[src/rtl/hififo_fetch_descriptor_mc.sv]
// Multi-channel descriptor fetch engine: per-channel host rings feeding
// one tagged read-request port through a round-robin arbiter.
module hififo_fetch_descriptor_mc #(
    parameter int NCH    = 4,
    parameter int CHW    = 2,
    parameter int BS     = 8,
    parameter int AMSB   = 63,
    parameter int DMSB   = 63,
    parameter int SMSB   = 31,
    parameter int CBITS  = 22,
    parameter int MAXOUT = 4
) (
    input  logic            clock,
    input  logic            reset,
    output logic [AMSB:0]   request_addr,
    output logic [CHW-1:0]  request_tag,
    output logic            request_valid,
    input  logic            request_ack,
    input  logic            done_valid,
    input  logic [CHW-1:0]  done_chan,
    input  logic [DMSB:0]   wdata,
    input  logic            wvalid,
    input  logic [CHW-1:0]  status_sel,
    output logic [SMSB:0]   status,
    output logic [NCH-1:0]  interrupt
);

    localparam int CMSB = CBITS - 1;
    localparam int PW   = CBITS - BS;
    localparam int HW   = AMSB + 1 - CBITS;
    localparam int SW   = SMSB + 1;

    localparam logic [2:0] OP_INT   = 3'd1;
    localparam logic [2:0] OP_STOP  = 3'd2;
    localparam logic [2:0] OP_HIGH  = 3'd3;
    localparam logic [2:0] OP_ABORT = 3'd4;

    logic [PW-1:0]  p_issue [NCH];
    logic [PW-1:0]  p_done  [NCH];
    logic [PW-1:0]  p_stop  [NCH];
    logic [PW-1:0]  p_int   [NCH];
    logic [3:0]     outs    [NCH];
    logic [HW-1:0]  addr_high [NCH];

    logic [NCH-1:0] abort, abort_n, eq, eq_prev, elig;
    logic [NCH-1:0] hit, ack_c, done_c;
    logic [2:0]     op;
    logic [CHW-1:0] cmd_ch, last, pick;
    logic [AMSB:0]  pick_addr;
    logic [PW-1:0]  sel_done;
    logic           found, acked;

    assign op        = wdata[2:0];
    assign cmd_ch    = wdata[4 +: CHW];
    assign acked     = request_valid && request_ack;
    assign interrupt = eq & ~eq_prev;

    always_comb begin
        sel_done = '0;
        for (int c = 0; c < NCH; c++) begin
            hit[c]     = wvalid && (cmd_ch == CHW'(c));
            abort_n[c] = (hit[c] && op == OP_ABORT) ? wdata[8] : abort[c];
            // Acks for an aborted channel finish the handshake only
            ack_c[c]   = acked && (request_tag == CHW'(c)) && !abort[c];
            done_c[c]  = done_valid && (done_chan == CHW'(c))
                         && !abort[c] && (outs[c] != 4'd0);
            elig[c]    = !abort[c] && (p_issue[c] != p_stop[c])
                         && (outs[c] < 4'(MAXOUT));
            if (status_sel == CHW'(c)) sel_done = p_done[c];
        end
    end

    always_comb begin : arb
        int j;
        logic [CHW-1:0] k;
        found     = 1'b0;
        pick      = '0;
        pick_addr = '0;
        for (int i = 1; i <= NCH; i++) begin
            j = (int'(last) + i) % NCH;
            k = CHW'(j);
            if (!found && elig[k]) begin
                found     = 1'b1;
                pick      = k;
                pick_addr = {addr_high[k], p_issue[k], {BS{1'b0}}};
            end
        end
    end

    always_ff @(posedge clock) begin
        if (reset) begin
            abort   <= '1;
            eq      <= '1;
            eq_prev <= '1;
            for (int c = 0; c < NCH; c++) begin
                p_issue[c] <= '0;
                p_done[c]  <= '0;
                p_stop[c]  <= '0;
                outs[c]    <= '0;
            end
        end else begin
            abort   <= abort_n;
            eq_prev <= eq;
            for (int c = 0; c < NCH; c++) begin
                eq[c] <= (p_done[c] == p_int[c]);
                if (abort_n[c]) begin
                    p_issue[c] <= '0;
                    p_done[c]  <= '0;
                    p_stop[c]  <= '0;
                    outs[c]    <= '0;
                end else begin
                    if (hit[c] && op == OP_STOP)
                        p_stop[c] <= wdata[CMSB:BS];
                    if (ack_c[c])
                        p_issue[c] <= p_issue[c] + PW'(1);
                    if (done_c[c])
                        p_done[c] <= p_done[c] + PW'(1);
                    if (ack_c[c] && !done_c[c])
                        outs[c] <= outs[c] + 4'd1;
                    else if (done_c[c] && !ack_c[c])
                        outs[c] <= outs[c] - 4'd1;
                end
            end
        end
    end

    // Interrupt pointer and high address are deliberately left unreset
    always_ff @(posedge clock) begin
        if (!reset) begin
            for (int c = 0; c < NCH; c++) begin
                if (hit[c] && op == OP_INT)
                    p_int[c] <= wdata[CMSB:BS];
                if (hit[c] && op == OP_HIGH)
                    addr_high[c] <= wdata[AMSB:CBITS];
            end
        end
    end

    always_ff @(posedge clock) begin
        if (reset) begin
            request_valid <= 1'b0;
            request_tag   <= '0;
            request_addr  <= '0;
            last          <= CHW'(NCH - 1);
            status        <= '0;
        end else begin
            status <= SW'({sel_done, {BS{1'b0}}});
            if (request_valid) begin
                if (request_ack) request_valid <= 1'b0;
            end else if (found) begin
                request_valid <= 1'b1;
                request_tag   <= pick;
                request_addr  <= pick_addr;
                last          <= pick;
            end
        end
    end

endmodule

[config.mk]
export PLATFORM = sky130hd
export DESIGN_NAME = hififo_fetch_descriptor_mc
export DESIGN_NICKNAME = d
export VERILOG_FILES = /design/src/rtl/hififo_fetch_descriptor_mc.sv
export SDC_FILE = /design/constraint.sdc
export NUM_CORES = 1
export LEC_CHECK = 0
export ABC_CLOCK_PERIOD_IN_PS = 4950
export BUFFER_PORTS_ARGS = -buffer_cell sky130_fd_sc_hd__buf_4
export CAP_MARGIN = 40
export CORE_MARGIN = 2
export CORE_UTILIZATION = 40
export DETAILED_ROUTE_END_ITERATION = 8
export PLACE_DENSITY = 0.66
export SLEW_MARGIN = 20
export SYNTH_ARGS = -nofsm -noshare
export SYNTH_HDL_FRONTEND = slang
export SYNTH_SLANG_ARGS = --single-unit
[constraint.sdc]
create_clock -name clock -period 4.95 [get_ports clock]
set_input_delay 0.2475 -clock clock [delete_from_list [all_inputs] [get_ports clock]]
set_output_delay 0.2475 -clock clock [all_outputs]
set_load 0.01 [all_outputs]
==> metrics.yaml, run 1 <==
synth:
  synth_edf_count: 408
  synth_async_sr_flop_share_pct: 0
  yosysWarnings: 0
  yosys_register_bits: 497
  netlist_area_um2: 26700
  yosysSeqAreaShare_pct: 52.5
  postSynthCellCount: 2220
  synth-main-ff-cell: "edfxtp_1"
  synth_cell_types: 66
  avgSynthCellArea_um2: 12.0
sta:
  relSlewSlack_pct: 42.8
  tightest_slew_ns: 0.859
  max_freq_mhz: 283
  holdWs_ns: 0.175
  fin_crit_sh_pct: 71.4
  maxSlewViolCount: 0
  fin_setup_tns_ns: 0
  timing_hold_violations_final: 0
  setup_viol: 0
  skew_ns: 0.0593
  finalCriticalPeriod_ns: 3.54
  rsz0062_at_grt: "no"
critical_path:
  cp_data_arrival_time_ns: 4.09
  path_class: "reg -> reg"
  reg2reg_to: "request_addr[38]"
  ff2ff_path_depth: 10
  crit_start: "p_issue[3][3]"
  worstPathMaxFanout: 24
  cp.required_ns: 5.51
  cp-end-kind: "flop"
  endpoint: "request_addr[38]"
  reg2reg_from: "p_issue[3][3]"
  cp-start-kind: "flop"
  rrSetupSlack_ns: 1.41
clocking:
  cts_tree: "done"
  cts_resized: 0
  path_clk_slew_ns: 0.06
  cts_made_buffers: 55
  ctsHtreeMaxLevel: 2
  clk_latency_ns: 0.63
  hold_buffers: 58
  cts_setup_buffers: 0
  clockBufferDepth: 3
  cts_root_buf: "clkbuf_16"
  clkSinkCount: 497
min_path:
  hp-class: "in -> reg"
route:
  drt_iter0_drc: 1730
  avgRoutedWirePerCell_um: 22.8
  wirelength_um: 74500
  first_pass_iters: 5
  drc: 0
  viasPerCell: 5.94
  vias: 19400
  drt.antenna.violating_nets: 0
die:
  dieArea_um2: 68900
  die_h_um: 263
  io_pins: 176
  placementRows: 94
  coreArea_um2: 66000
  initial_core_util_pct: 40.5
  die_x_um: 263
grt:
  grt_pass1_wl_um: 114000
  grtUsageTotal_pct: 21.1
  antenna_found_initial: 6
  grt_pass1_vias: 19700
  grt_max_degree: 164
  globalRoute.totalOverflow: 0
place:
  dp_hpwl_um: 47300
  io_buffer_count: 146
  place.gp.congestion: 0.838
cells_and_area:
  final_common_cell: "edfxtp_1"
  drive_above_1_share_pct: 18.2
  fillers: 5841
  final_nets: 2451
  most-common-layout-cells: "edfxtp_1 (408), mux2i_1 (224), nand2_1 (185), buf_4 (173), nor2_1 (143)"
  area_growth_syn_to_layout_pct: 16.4
pwr:
  internal_power_uw: 7170
  p_leak_uw: 0.0125
  netSwitchingFraction_pct: 23.6
  p_seq_share_pct: 49.9
  ir_drop_v: 0.000314
  power_density_nw_per_um2: 301
  switching_power_uw: 2210
  pwr-share-comb_pct: 6.4
  clock_power_share_pct: 43.7
flow_run:
  max-cap-violations: 0
outcome:
  outcome: "finished clean"
[through the flow]
step | utilization (%) | total power, uW | worst slack (ns) | std cells | area (um2)
5_1_grt | 47.2 | 9650 | 1.15 | 3272 | 31100
3_3_place_gp | 43.1 | 5290 | 1.23 | 3093 | 28500
6_report | 47.2 | 9380 | 1.41 | 3272 | 31100
3_5_place_dp | 43.5 | 5320 | 1.41 | 3107 | 28700
2_1_floorplan | - | 5090 | 1.09 | 2245 | 26800
4_1_cts | 47.1 | 9430 | 1.45 | 3266 | 31100
[power by group through the flow]
| stage | clock network (uW) | logic (uW) | registers [uW] |
|---|---|---|---|
| 6_report | 4090 | 602 | 4680 |
| 5_1_grt | 4320 | 647 | 4690 |
| 4_1_cts | 4150 | 597 | 4680 |
| 3_5_place_dp | 0 | 554 | 4770 |
| 3_3_place_gp | 0 | 525 | 4770 |
| 2_1_floorplan | 0 | 353 | 4730 |
[cells in the mapped netlist, types with 57 or more instances]
library cell  count  area, um2
a31oi_1          57        357
and2_1           71        444
clkbuf_1        121        454
dfxtp_1          89       1780
edfxtp_1        408      12300
mux2i_1         224       2240
mux4_2           72       1620
nand2_1         185        694
nand3_1          58        290
nor2_1          147        552
o21ai_0          75        375
o221ai_1        112        981
xnor2_1          77        674
xor2_1          128       1120
[layer usage]
| metal | vias up | track usage [%] | routed length [um] |
|---|---|---|---|
| li1 | 8734 | - | - |
| met3 | 180 | 3.49 | 5570 |
| met1 | 9639 | 27.3 | 30100 |
| met4 | 2 | 8.36 | 2460 |
| met2 | 875 | 35.3 | 36400 |
| met5 | - | 0 | 13 |
[flip-flops by register name, summed over array words and instances, names as in the netlist, named ones only]
signal and cells:
p_stop 56, p_issue 56, eq_prev 4, status 14, p_int 56, request_valid 1
request_addr 56, abort 4, eq 4, addr_high 168, request_tag 2, last 2
p_done 56, outs 16
[worst min-delay path by stage]
stage	from	to	slack [ns]	depth (start not counted)
final	done_chan[0]	p_done[2][1]	0.18	3
after global routing	done_chan[0]	p_done[2][1]	0.17	3
after CTS	done_chan[0]	p_done[2][1]	0.14	3
after detailed placement	eq[2]	eq_prev[2]	0.43	1
after global placement	eq[2]	eq_prev[2]	0.43	1
after floorplan	wdata[22]	addr_high[0][0]	0.35	0
[critical path: stages, from the launching register on]
cell and delay, ns:
edfxtp_1 0.56, xor2_1 0.24, nor4_1 0.47, and4_1 0.43, o2111ai_1 0.18, a211o_2 0.64, buf_12 0.28, buf_4 0.23
o221ai_1 0.22, nand2_1 0.09, a31oi_1 0.15
[cell families (layout without fill, tap and decap cells)]
logic type	count (synthesis)	count (layout)	share of synthesized area, %
flops	497	497	52.5
buf+inv	221	382	3.81
compound gates	377	377	10.8
mux	297	297	14.5
simple gates	606	606	10.9
fa+ha+maj	16	16	0.749
other cells	1	28	0.0140
xor+xnor	205	205	6.72
[cell type report]
cell class	instances	area, um2	area share, %
inverter	32	120	0.386
clock buffer	66	1450	4.65
sequential	497	14000	45.1
multi-input combinational	1527	11900	38.1
tap	864	1080	3.47
timing repair buffer	249	2200	7.07
clock inverter	35	360	1.16
antenna	2	5.00	0.0161
(Power assumes the default switching activity.)
==> inputs of run 2 (changes only) <==
--- a/config.mk
+++ b/config.mk
@@ -5,13 +5,14 @@
 export SDC_FILE = /design/constraint.sdc
 export NUM_CORES = 1
 export LEC_CHECK = 0
-export ABC_CLOCK_PERIOD_IN_PS = 4950
+export ABC_AREA = 1
+export ABC_CLOCK_PERIOD_IN_PS = 3200
 export BUFFER_PORTS_ARGS = -buffer_cell sky130_fd_sc_hd__buf_4
 export CAP_MARGIN = 40
 export CORE_MARGIN = 2
 export CORE_UTILIZATION = 40
 export DETAILED_ROUTE_END_ITERATION = 8
-export PLACE_DENSITY = 0.66
+export PLACE_DENSITY = 0.68
 export SLEW_MARGIN = 20
 export SYNTH_ARGS = -nofsm -noshare
 export SYNTH_HDL_FRONTEND = slang
==> constraint.sdc (replaced) <==
create_clock -name clock -period 3.2 [get_ports clock]
set_input_delay 0.16 -clock clock [delete_from_list [all_inputs] [get_ports clock]]
set_output_delay 0.16 -clock clock [all_outputs]
set_load 0.01 [all_outputs]
==> run 2 against run 1 <==
Effect of this change:
- die area rose by 5.9%
- largest power group unchanged
- clock skew fell by 0.021 ns
- maximum frequency is 31% higher
==> metrics.yaml, run 2 <==
clocking:
  path_clk_slew_ns: 0.06
  cts_setup_buffers: 0
  cts_made_buffers: 55
  clk_latency_ns: 0.64
  ctsHtreeMaxLevel: 2
  cts_root_buf: "clkbuf_16"
  cts_tree: "done"
  clockBufferDepth: 3
  clkSinkCount: 497
pwr:
  p_seq_share_pct: 37.6
  ir_drop_v: 0.000511
  switching_power_uw: 7100
  netSwitchingFraction_pct: 35.1
  power_density_nw_per_um2: 614
  pwr-share-comb_pct: 29.9
  p_leak_uw: 0.0141
  clock_power_share_pct: 32.5
  internal_power_uw: 13100
synth:
  synth.most_common_cell: "nand2_1"
  synth-main-ff-cell: "edfxtp_1"
  avgSynthCellArea_um2: 7.72
  netlist_area_um2: 28300
  yosys.area.top_type: "edfxtp_1"
  synth_cell_types: 45
  yosys_register_bits: 497
  yosysSeqAreaShare_pct: 49.5
  postSynthCellCount: 3669
  synth_common_cells: "nand2_1 (816), inv_1 (517), nor2_1 (489)"
  synth_edf_count: 408
  synth_async_sr_flop_share_pct: 0
  yosysTopAreaCellShare_pct: 43.2
  ys_top_cells_by_area: "edfxtp_1 (43%), nand2_1 (11%), o21ai_0 (8.4%)"
  yosysWarnings: 0
outcome:
  outcome: "finished clean"
cells_and_area:
  most-common-layout-cells: "nand2_1 (811), inv_1 (516), nor2_1 (486), o21ai_0 (476), edfxtp_1 (408)"
  drive_above_1_share_pct: 9.31
  regMostFlops: "addr_high"
  final_common_cell: "nand2_1"
  stdcell_count: 4798
  final_nets: 3901
  largest_reg_flops: 168
  area_growth_syn_to_layout_pct: 16.3
  n_antenna_cell: 0
  fillers: 6703
route:
  vias: 24900
  wirelength_um: 83000
  drt.antenna.violating_nets: 0
  first_pass_iters: 6
  drt_iter0_drc: 2561
  avgRoutedWirePerCell_um: 17.3
  viasPerCell: 5.20
  drc: 0
place:
  dp.cells: 4637
  dp_hpwl_um: 53300
  place.gp.congestion: 0.918
  io_buffer_count: 146
  place_ws_ns: 0.479
critical_path:
  cp.required_ns: 3.54
  cp-end-kind: "flop"
  cp-start-kind: "flop"
  rrSetupSlack_ns: 0.50
  path_class: "reg -> reg"
  ff2ff_path_depth: 11
  worstPathMaxFanout: 6
  cp_data_arrival_time_ns: 3.04
min_path:
  hp-class: "in -> reg"
  hold_path_depth: 5
sta:
  fin_setup_tns_ns: 0
  skew_ns: 0.0388
  setup_viol: 0
  max_freq_mhz: 370
  finalCriticalPeriod_ns: 2.70
  relSlewSlack_pct: 36.5
  tightest_slew_ns: 0.953
  timing_hold_violations_final: 0
  fin_crit_sh_pct: 84.4
  maxSlewViolCount: 0
  setup_slack_ns: 0.498
  rsz0062_at_grt: "no"
grt:
  grtUsageTotal_pct: 22.3
  grt_max_degree: 187
  grt_pass1_vias: 23200
  grt_pass1_wl_um: 129000
  antenna_found_initial: 3
  globalRoute.totalOverflow: 0
die:
  die_h_um: 270
  coreArea_um2: 70000
  initial_core_util_pct: 40.5
  io_pins: 176
  placementRows: 97
  dieArea_um2: 73000
  die_x_um: 270
flow_run:
  max-cap-violations: 0
==> run 2: cell count changes after synthesis, sizes merged, moves of 55 or more <==
cell	previous run	this run
xor2	128	45
and2	71	0
o221ai	112	2
nor2	147	492
inv	30	546
xnor2	77	19
a21oi	24	178
o21ai	78	486
nand2	185	819
o221a	55	0
mux2i	224	0
o22ai	3	120
mux4	72	0
==> run 2: stage by stage <==
step / instance area [um2] / total power [uW] / util (%) / hold slack, ns
2_1_floorplan: 28400 / 11800 / - / 0.259
3_3_place_gp: 30500 / 13500 / 43.5 / 0.362
3_5_place_dp: 30500 / 13600 / 43.5 / 0.363
4_1_cts: 32900 / 20200 / 47.0 / 0.00768
5_1_grt: 32900 / 21300 / 47.0 / 0.0548
6_report: 32900 / 20200 / 47.0 / 0.0269
==> run 2: worst max-delay path: stages, from the launching register on <==
cell	delay, ns
edfxtp_1	0.49
inv_2	0.09
nor3_1	0.34
inv_1	0.12
nor2_1	0.22
nand3_1	0.15
nor3_1	0.16
inv_1	0.08
nor2_1	0.21
nand4_1	0.22
o21ai_0	0.27
a21oi_1	0.09
==> run 2: logic make-up (layout without fill, tap and decap cells) <==
group | Yosys count | in the layout | synth area share [%]
simple gates | 1496 | 1496 | 21.1
compound gates | 841 | 841 | 16.0
buf+inv | 754 | 918 | 10.7
flops | 497 | 497 | 49.5
xor+xnor | 64 | 64 | 1.98
fa+ha+maj | 16 | 16 | 0.706
other cells | 1 | 26 | 0.0132
==> run 2: what timing repair did <==
action	CTS	global route
gates resized for setup	0	0
hold buffers	57	0
hold endpoints to repair	231	0
==> run 2: worst paths after layout <==
| check | endpoint | from |
|---|---|---|
| setup reg to reg | p_issue[1][13] | p_issue[1][2] |
| setup / recovery | p_issue[1][13] | p_issue[1][2] |
| hold reg to reg | eq_prev[1] | eq[1] |
| hold / removal | status[21] | status_sel[0] |
==> run 2: area by class of cell <==
type	count	area, um2	area share, %
clock buffers	72	1550	4.71
clock inverters	31	325	0.987
inverters	547	2050	6.24
multi-input cells	2443	11400	34.7
flip-flops and latches	497	14000	42.6
well taps	940	1180	3.57
repair buffers	268	2350	7.14
==> run 2: layer usage <==
| metal | vias up | share of wire, % | track usage, % |
|---|---|---|---|
| li1 | 12300 | - | - |
| met2 | 1059 | 45 | 36.2 |
| met1 | 11400 | 43 | 29.7 |
| met4 | 6 | 4.2 | 9.42 |
| met3 | 221 | 7.6 | 3.21 |
| met5 | - | 0.042 | 0 |
==> run 2: power by group through the flow <==
stage	Combinational (uW)	Clock [uW]	Sequential [uW]
global placement	5740	0	7740
CTS	5920	6640	7610
detailed placement	5830	0	7740
global route	6800	6900	7640
finish	6040	6580	7610
floorplan	4100	0	7680
